### src/rtl/rc4_pkg.sv
// Shared RC4 definitions: KSA state encoding and S-box sizing constants.
// State bit 1 doubles as the RAM write enable and bit 3 as the finished flag.
package rc4_pkg;

  localparam int unsigned S_ENTRIES  = 256;
  localparam logic [7:0]  LAST_INDEX = 8'hFF;

  typedef enum logic [7:0] {
    StIdle    = 8'h00,
    StInit    = 8'h02,
    StDone    = 8'h08,
    StAddrI   = 8'h10,
    StWaitSi  = 8'h20,
    StReadSi  = 8'h30,
    StWaitSj  = 8'h40,
    StReadSj  = 8'h50,
    StWriteSi = 8'h62,
    StWriteSj = 8'h72
  } ksa_state_t;

endpackage

### src/rtl/trap_edge.sv
// Rising-edge detector: one-cycle pulse when level goes from low to high.
module trap_edge (
  input  logic clk,
  input  logic reset,
  input  logic level,
  output logic pulse
);

  logic level_q;

  always_ff @(posedge clk) begin
    if (reset) begin
      level_q <= 1'b0;
    end else begin
      level_q <= level;
    end
  end

  assign pulse = level & ~level_q;

endmodule

### src/rtl/key_scheduler.sv
// RC4 key-scheduling engine: fills the S RAM with the identity permutation, then scrambles it
// with the secret key. Optional observation ports are enabled by KEY_SCHEDULER_TAPS_EN.
module key_scheduler
  import rc4_pkg::*;
#(
  parameter int unsigned RAM_WIDTH  = 8,
  parameter int unsigned RAM_LENGTH = 8,
  parameter int unsigned KEY_LENGTH = 3,
  parameter int unsigned KEY_BITS   = 24
) (
  input  logic                  clk,
  input  logic                  reset,
  input  logic                  start,
  input  logic [KEY_BITS-1:0]   secret_key,
  input  logic [RAM_WIDTH-1:0]  sOut,
  output logic [RAM_WIDTH-1:0]  sIn,
  output logic [RAM_LENGTH-1:0] sAddr,
  output logic                  sWren,
`ifdef KEY_SCHEDULER_TAPS_EN
  output logic [7:0]            iTap,
  output logic [7:0]            jTap,
  output logic [7:0]            stateTap,
  output logic [7:0]            kTap,
  output logic                  wrenTap,
`endif
  output logic                  finished
);

  localparam int unsigned KIDX_W = (KEY_LENGTH > 1) ? $clog2(KEY_LENGTH) : 1;
  localparam logic [RAM_LENGTH-1:0] LAST_I = RAM_LENGTH'(LAST_INDEX);

  ksa_state_t              state_q, state_d;
  logic [RAM_LENGTH-1:0]   i_q, i_d, j_q, j_d, addr_q, addr_d;
  logic [RAM_WIDTH-1:0]    si_q, si_d, sj_q, sj_d;
  logic [KIDX_W-1:0]       kidx_q, kidx_d;
  logic [7:0]              key_byte;
  logic                    start_edge;

  trap_edge u_start_edge (
    .clk   (clk),
    .reset (reset),
    .level (start),
    .pulse (start_edge)
  );

  always_comb begin
    key_byte = 8'h00;
    for (int k = 0; k < int'(KEY_LENGTH); k++) begin
      if (kidx_q == KIDX_W'(k)) key_byte = secret_key[KEY_BITS-1-8*k -: 8];
    end
  end

  // Outputs of each state are loaded on the edge that enters it.
  always_comb begin
    state_d = state_q;
    i_d     = i_q;
    j_d     = j_q;
    si_d    = si_q;
    sj_d    = sj_q;
    kidx_d  = kidx_q;
    addr_d  = addr_q;
    unique case (state_q)
      StIdle, StDone: begin
        if (start_edge) begin
          state_d = StInit;
          i_d     = '0;
          j_d     = '0;
          kidx_d  = '0;
          addr_d  = '0;
        end
      end
      StInit: begin
        if (i_q == LAST_I) begin
          state_d = StAddrI;
          i_d     = '0;
          j_d     = '0;
          addr_d  = '0;
        end else begin
          i_d    = i_q + 1'b1;
          addr_d = i_q + 1'b1;
        end
      end
      StAddrI:  state_d = StWaitSi;
      StWaitSi: state_d = StReadSi;
      StReadSi: begin
        state_d = StWaitSj;
        si_d    = sOut;
        j_d     = j_q + RAM_LENGTH'(sOut) + RAM_LENGTH'(key_byte);
        addr_d  = j_d;
      end
      StWaitSj: state_d = StReadSj;
      StReadSj: begin
        state_d = StWriteSi;
        sj_d    = sOut;
        addr_d  = i_q;
      end
      StWriteSi: begin
        state_d = StWriteSj;
        addr_d  = j_q;
      end
      StWriteSj: begin
        kidx_d = (kidx_q == KIDX_W'(KEY_LENGTH - 1)) ? '0 : kidx_q + 1'b1;
        if (i_q == LAST_I) begin
          state_d = StDone;
          addr_d  = '0;
        end else begin
          state_d = StAddrI;
          i_d     = i_q + 1'b1;
          addr_d  = i_q + 1'b1;
        end
      end
      default: state_d = StIdle;
    endcase
  end

  always_ff @(posedge clk) begin
    if (reset) begin
      state_q <= StIdle;
      i_q     <= '0;
      j_q     <= '0;
      si_q    <= '0;
      sj_q    <= '0;
      kidx_q  <= '0;
      addr_q  <= '0;
    end else begin
      state_q <= state_d;
      i_q     <= i_d;
      j_q     <= j_d;
      si_q    <= si_d;
      sj_q    <= sj_d;
      kidx_q  <= kidx_d;
      addr_q  <= addr_d;
    end
  end

  always_comb begin
    sIn = '0;
    unique case (state_q)
      StInit:    sIn = RAM_WIDTH'(i_q);
      StWriteSi: sIn = sj_q;
      StWriteSj: sIn = si_q;
      default:   sIn = '0;
    endcase
  end

  assign sAddr    = addr_q;
  assign sWren    = state_q[1];
  assign finished = state_q[3];

`ifdef KEY_SCHEDULER_TAPS_EN
  assign iTap     = 8'(i_q);
  assign jTap     = 8'(j_q);
  assign stateTap = state_q;
  assign kTap     = 8'(kidx_q);
  assign wrenTap  = sWren;
`endif

endmodule
### config.mk
export PLATFORM = sky130hd
export DESIGN_NAME = key_scheduler
export DESIGN_NICKNAME = d
export VERILOG_FILES = /design/src/rtl/rc4_pkg.sv /design/src/rtl/trap_edge.sv /design/src/rtl/key_scheduler.sv
export SDC_FILE = /design/constraint.sdc
export NUM_CORES = 1
export LEC_CHECK = 0
export CELL_PAD_IN_SITES_DETAIL_PLACEMENT = 0
export CELL_PAD_IN_SITES_GLOBAL_PLACEMENT = 2
export CORE_UTILIZATION = 31
export CTS_BUF_LIST = sky130_fd_sc_hd__clkbuf_16
export CTS_CLUSTER_SIZE = 30
export DETAILED_ROUTE_END_ITERATION = 16
export GPL_ROUTABILITY_DRIVEN = 0
export PLACE_DENSITY_LB_ADDON = 0.25
export SYNTH_ARGS = -nofsm -noshare
export SYNTH_HDL_FRONTEND = slang
export SYNTH_SLANG_ARGS = --single-unit
export TNS_END_PERCENT = 100
### constraint.sdc
create_clock -name clk -period 3.55 [get_ports clk]
set_input_delay 1.065 -clock clk [delete_from_list [all_inputs] [get_ports clk]]
set_output_delay 1.065 -clock clk [all_outputs]
set_load 0.02 [all_outputs]
==> impl_metrics.yaml, run 1 <==
drt:
  wl_per_cell_um: 17.1
  final_antenna_net_count: 0
  drt_iter0_drc: 182
  dr.pass1.iters: 5
  routed_wl_um: 9490
  drc: 0
  vias: 2935
  vias_per_cell: 5.28
cells_and_area:
  num-fill-cells: 968
  area.growth.synth_to_final_pct: 35.6
  n_antenna_cell: 0
  multi_input_area_sq_um: 1950
  nets: 476
  drive_gt1_share_pct: 16.9
  postLayoutCellArea_sq_um: 4090
  fin_util_pct: 43.9
  seq_area_sq_um: 961
sta:
  fin_skew_ps: 7.96
  timing.fmax_ghz: 0.291
  hold_viol_final: 0
  setup_viol: 0
  tightest_slew_ps: 1000
  worst_slack_ps: 108
  period_share_pct: 96.9
  max_slew_margin_pct: 33.0
  finalMaxSlewViolations: 0
  period_needed_ps: 3440
global_routing:
  grtUsageMet2_pct: 32.8
  grt_pass1_wl_um: 14600
  use_met1_pct: 24.8
  grt_busiest_layer: "met2"
  grt_use_total_pct: 19.1
  grt_max_degree: 49
  first_global_vias: 2701
  grt_util_met3_pct: 3.19
  overflow: 0
  antenna_found_initial: 0
logic_synthesis:
  synth_top_area_share_pct: 31.8
  ys_seq_area_share_pct: 31.8
  yosys.area.top_type: "dfxtp_1"
  synth_fp_nets: 415
  synth_top_flop_cell: "dfxtp_1"
  ys_warn_count: 0
  syn_area_sq_um: 3020
  synth_seq_cells: 48
  syn_avg_cell_area_sq_um: 8.27
  synth_cells: 365
  synth-edff-count: 0
  ys_types: 61
  async_flop_share_pct: 0
  synth_area_leaders: "dfxtp_1 32%, nand2_1 7.5%, a21oi_1 5.6%"
floorplanning:
  core-area_sq_um: 9330
  dieArea_sq_um: 10100
  initial_core_util_pct: 32.4
  die_width_um: 101
  ios: 53
  rows: 35
  dieHeight_um: 101
cts:
  clockBufferDepth: 2
  cts_tree: "yes"
  cts_buffers: 5
  clk_latency_ps: 300
  clock-sinks: 48
  clockRootBuffer: "clkbuf_16"
  cts_hold_buf: 0
  clkTransAtPathRegs_ps: 70
  htree_levels: 2
worst_hold_path:
  worstHoldPathCells: 2
  hp-start: "si_q[4]"
  hp-class: "flop to flop"
  hold-path-endpoint: "si_q[4]"
job:
  drv_cap: 0
power_and_ir_drop:
  vdd.ir_drop.worst_mv: 0.184
  pwr_density_cell_nw_per_um2: 423
  p_leak_nw: 1.60
place:
  pre_cts_ws_ps: -371
  io_buffer_count: 52
  dp_hpwl_um: 6750
  place_area_sq_um: 3770
worst_setup_path:
  critical_path.endpoint_type: "flop"
  critPathKind: "primary input to flop"
  cp_max_fo: 4
  startpoint_type: "primary input"
  crit_required_ps: 3770
  ff2ff_path_depth: 12
  r2r-end: "sAddr[7]"
  r2r_slack_ps: 220
  cp.arrival_ps: 3670
  rr_startpoint: "kidx_q[1]"
run_status:
  status: "finished clean"
metal layers:
layer | up-vias | routed length, um
met1 | 1402 | 4320
met3 | 8 | 422
met2 | 88 | 4660
met4 | 0 | 84
met5 | - | 0
li1 | 1437 | -
stage by stage:
step / std cells / setup TNS, ps / power, mW / hold WS [ps]
finish: 556 / 0 / 1.73 / 456
global route: 556 / -14.0 / 1.81 / 466
CTS: 556 / 0 / 1.71 / 457
detailed placement: 548 / -2120 / 1.14 / 447
global placement: 548 / -1780 / 1.14 / 443
floorplan: 365 / 0 / 0.953 / 436
synth_stat cells, drive strengths merged (2+ instances only):
master / n
a41oi: 3
a21o: 2
nand2: 60
o21ai: 18
fa: 8
nor3: 8
clkbuf: 10
buf: 20
inv: 16
xnor2: 8
a21boi: 4
dfxtp: 48
or3: 2
o31a: 2
and3: 4
nand4: 2
nand3: 7
nor2: 18
a21oi: 34
nor3b: 2
a22oi: 6
a211oi: 7
xor2: 2
mux2i: 10
ha: 7
o21bai: 2
a31oi: 11
nor2b: 10
a222oi: 10
a221oi: 5
layout make-up:
| type | instances | area share, % |
|---|---|---|
| inverter | 16 | 1.47 |
| tap | 129 | 3.94 |
| timing repair buffer | 84 | 19.4 |
| clock inverter | 3 | 1.13 |
| multi-input combinational | 271 | 47.5 |
| clock buffer | 5 | 3.06 |
| sequential | 48 | 23.5 |
flip-flops by register name, summed over array words and instances, names as in the netlist:
signal and cells:
i_q 8, j_q 8, kidx_q 2, sAddr 8, si_q 8, sj_q 8, state_q 5, u_start_edge.level_q 1
kinds of logic after synthesis:
| kind of cell | count (synthesis) | synth area share [%] |
|---|---|---|
| simple gates | 123 | 20.1 |
| compound gates | 113 | 26.0 |
| flops | 48 | 31.8 |
| buf+inv | 46 | 7.58 |
| fa+ha+maj | 15 | 8.21 |
| xor+xnor | 10 | 2.90 |
| mux | 10 | 3.32 |
worst max-delay path by stage:
stage / startpoint / end / slack [ps] / cells after the start
finish: sOut[3] / sAddr[7] / 110 / 8
global route: secret_key[11] / sAddr[7] / -10 / 10
CTS: secret_key[18] / sAddr[6] / 10 / 10
detailed placement: secret_key[18] / sAddr[6] / -370 / 10
global placement: secret_key[2] / sAddr[6] / -320 / 10
floorplan: secret_key[2] / sAddr[6] / 300 / 9
cell usage in the layout (no fill, tap or decap), types with 11 or more instances in the layout:
master / count
nand2_1: 60
dfxtp_1: 48
inv_1: 14
dlymetal6s2s_1: 13
a31oi_1: 11
a21oi_1: 33
clkdlybuf4s50_1: 39
o21ai_0: 11
nor2_1: 18
buf_4: 32
repair_timing:
item / 4_1_cts / 5_1_grt
cloned: 0 / 0
buffers inserted: 0 / 2
pin swaps: 0 / 24
resized for setup: 4 / 37
endpoints found under the setup margin: 3 / 6
worst max-delay path: stages:
cell and delay (ps):
clkdlybuf4s50_1 490, fa_1 620, ha_4 220, nor2b_4 130
o31a_1 290, o31a_1 310, or3_1 370, a31oi_1 160
power breakdown:
| part | total, mW | internal, mW | switching (mW) |
|---|---|---|---|
| logic | 0.575 | 0.247 | 0.328 |
| registers | 0.585 | 0.559 | 0.0251 |
| clock network | 0.570 | 0.336 | 0.235 |
Note: power is estimated with default switching activity, not from simulation.
==> run 2, diff against run 1 <==
Clock period 3.55 ns to 3.2 ns, I/O delays scaled along.
==> run 2 against run 1 <==
Utilization grew 0.68 points; final cell count increased by 1.8%; combinational power increased by 17%; clock skew down 1.9 ps; global-route usage rose by 1.1 points; worst hold slack better by 0.85 ps; power rose by 7.5%; sequential share of layout area shrank 0.33 points; critical path depth is 3 higher; non-clock buffer count is 10 higher; clock-buffer cell count unchanged; critical path type unchanged.
==> impl_metrics.yaml, run 2 (synthesized netlist as in run 1, its figures left out) <==
worst_hold_path:
  hp-class: "flop to flop"
  hp-start: "si_q[1]"
cells_and_area:
  drive_gt1_share_pct: 22.2
  most-common-layout-cells: "60 x nand2_1, 47 x dfxtp_1, 38 x buf_4"
  n_antenna_cell: 0
  area.growth.synth_to_final_pct: 37.7
  num-fill-cells: 951
  fin_util_pct: 44.6
  seq_area_sq_um: 962
  nets: 486
  final_common_cell: "nand2_1"
  multi_input_area_sq_um: 1970
floorplanning:
  die_width_um: 101
  core-area_sq_um: 9330
  ios: 53
  dieHeight_um: 101
  rows: 35
  dieArea_sq_um: 10100
  initial_core_util_pct: 32.4
sta:
  setup_viol: 0
  hold_viol_final: 0
  timing.fmax_ghz: 0.316
  fin_skew_ps: 6.09
  tightest_slew_ps: 626
  period_share_pct: 98.7
  whs_ps: 457
  period_needed_ps: 3160
  worst_slack_ps: 40.2
  max_slew_margin_pct: 58.0
  rsz0062_at_grt: "true"
  finalMaxSlewViolations: 0
place:
  dp_hpwl_um: 6940
  pre_cts_ws_ps: -588
  io_buffer_count: 52
cts:
  clk_latency_ps: 300
  cts_tree: "yes"
  cts_hold_buf: 0
  clkTransAtPathRegs_ps: 70
  htree_levels: 2
  clockBufferDepth: 2
  cts_buffers: 5
  clockRootBuffer: "clkbuf_16"
  clock-sinks: 48
worst_setup_path:
  startpoint_type: "primary input"
  path_buf_inv: 2
  crit_path_frequent_cell: "buf_6"
  path_delay_family: "compound AO/OA/AOI/OAI gates"
  cpMaxStageDelayCell: "or4b_1"
  cp_max_fo: 2
  cp_cell_sequence: "buf_6 -> mux2i_2 -> o21ai_2 -> fa_1 -> buf_6 -> ha_4 -> a211oi_2 -> nor2_2 -> or4b_1 -> a31o_2 -> a41oi_2"
  r2r_slack_ps: 150
  critPathKind: "primary input to flop"
  crit_path_start: "secret_key[18]"
  cp.arrival_ps: 3380
  crit_required_ps: 3420
  critical_path.endpoint_type: "flop"
  cpPeakStageDelay_ps: 510
  rr_startpoint: "kidx_q[1]"
drt:
  wl_per_cell_um: 17.0
  routed_wl_um: 9630
  dr.pass1.iters: 5
  drc: 0
  vias_per_cell: 5.23
  drt_iter0_drc: 231
  final_antenna_net_count: 0
  vias: 2960
power_and_ir_drop:
  p_leak_nw: 1.62
  internal_power_mw: 1.20
  power.total_mw: 1.86
  switching_share_pct: 35.2
  clock_power_share_pct: 29.1
  pwr_density_cell_nw_per_um2: 447
  p_comb_share_pct: 36.1
  vdd.ir_drop.worst_mv: 0.320
  power.switching_mw: 0.655
  pwr-share-seq_pct: 34.7
global_routing:
  first_global_vias: 2856
  overflow: 0
  grt_use_total_pct: 20.2
  antenna_found_initial: 0
  grt_max_degree: 49
  grt_pass1_wl_um: 15500
job:
  drv_cap: 0
run_status:
  status: "finished clean"
-- run 2: metal layers --
metal / share of wire [%] / global-route usage, %
met5: 0 / 0
met2: 46 / 32.0
met4: 3.8 / 9.25
met3: 5.2 / 3.40
met1: 45 / 26.8
-- run 2: area by class of cell --
class,instances,area share [%]
clock buffers,5,3.01
clock inverters,3,0.452
inverters,16,1.44
multi-input cells,271,47.5
flip-flops and latches,48,23.1
well taps,129,3.88
repair buffers,94,20.6
-- run 2: worst paths after layout --
check	depth (start not counted)	to
setup / recovery	11	sAddr[6]
setup reg to reg	11	sAddr[6]
hold reg to reg	2	si_q[1]
hold / removal	2	si_q[1]
-- run 2: tightest hold or removal path, delay by kind of cell, from the launching register on --
family | cells | cell delay [ps]
DFF | 1 | 310
AOI/OAI and AO/OA | 1 | 50
and+or+nand+nor | 1 | 50
-- run 2: power by group through the flow --
stage / Sequential (mW) / Clock, mW / Combinational, mW
floorplan: 0.669 / 0 / 0.389
global route: 0.649 / 0.561 / 0.740
global placement: 0.660 / 0 / 0.626
detailed placement: 0.660 / 0 / 0.626
CTS: 0.646 / 0.542 / 0.654
finish: 0.646 / 0.542 / 0.672
-- run 2: through the flow --
stage               cells  setup TNS [ps]  area, sq um
floorplan             365               0         3020
global placement      555           -4200         3850
detailed placement    555           -4710         3850
CTS                   564           -34.5         4100
global route          566            -149         4160
finish                566               0         4160
-- run 2: repair_timing --
| item | in CTS | in global routing |
|---|---|---|
| pin swaps | 32 | 22 |
| endpoints found under the setup margin | 9 | 13 |
| buffers inserted | 4 | 2 |
| gates resized for setup | 63 | 27 |
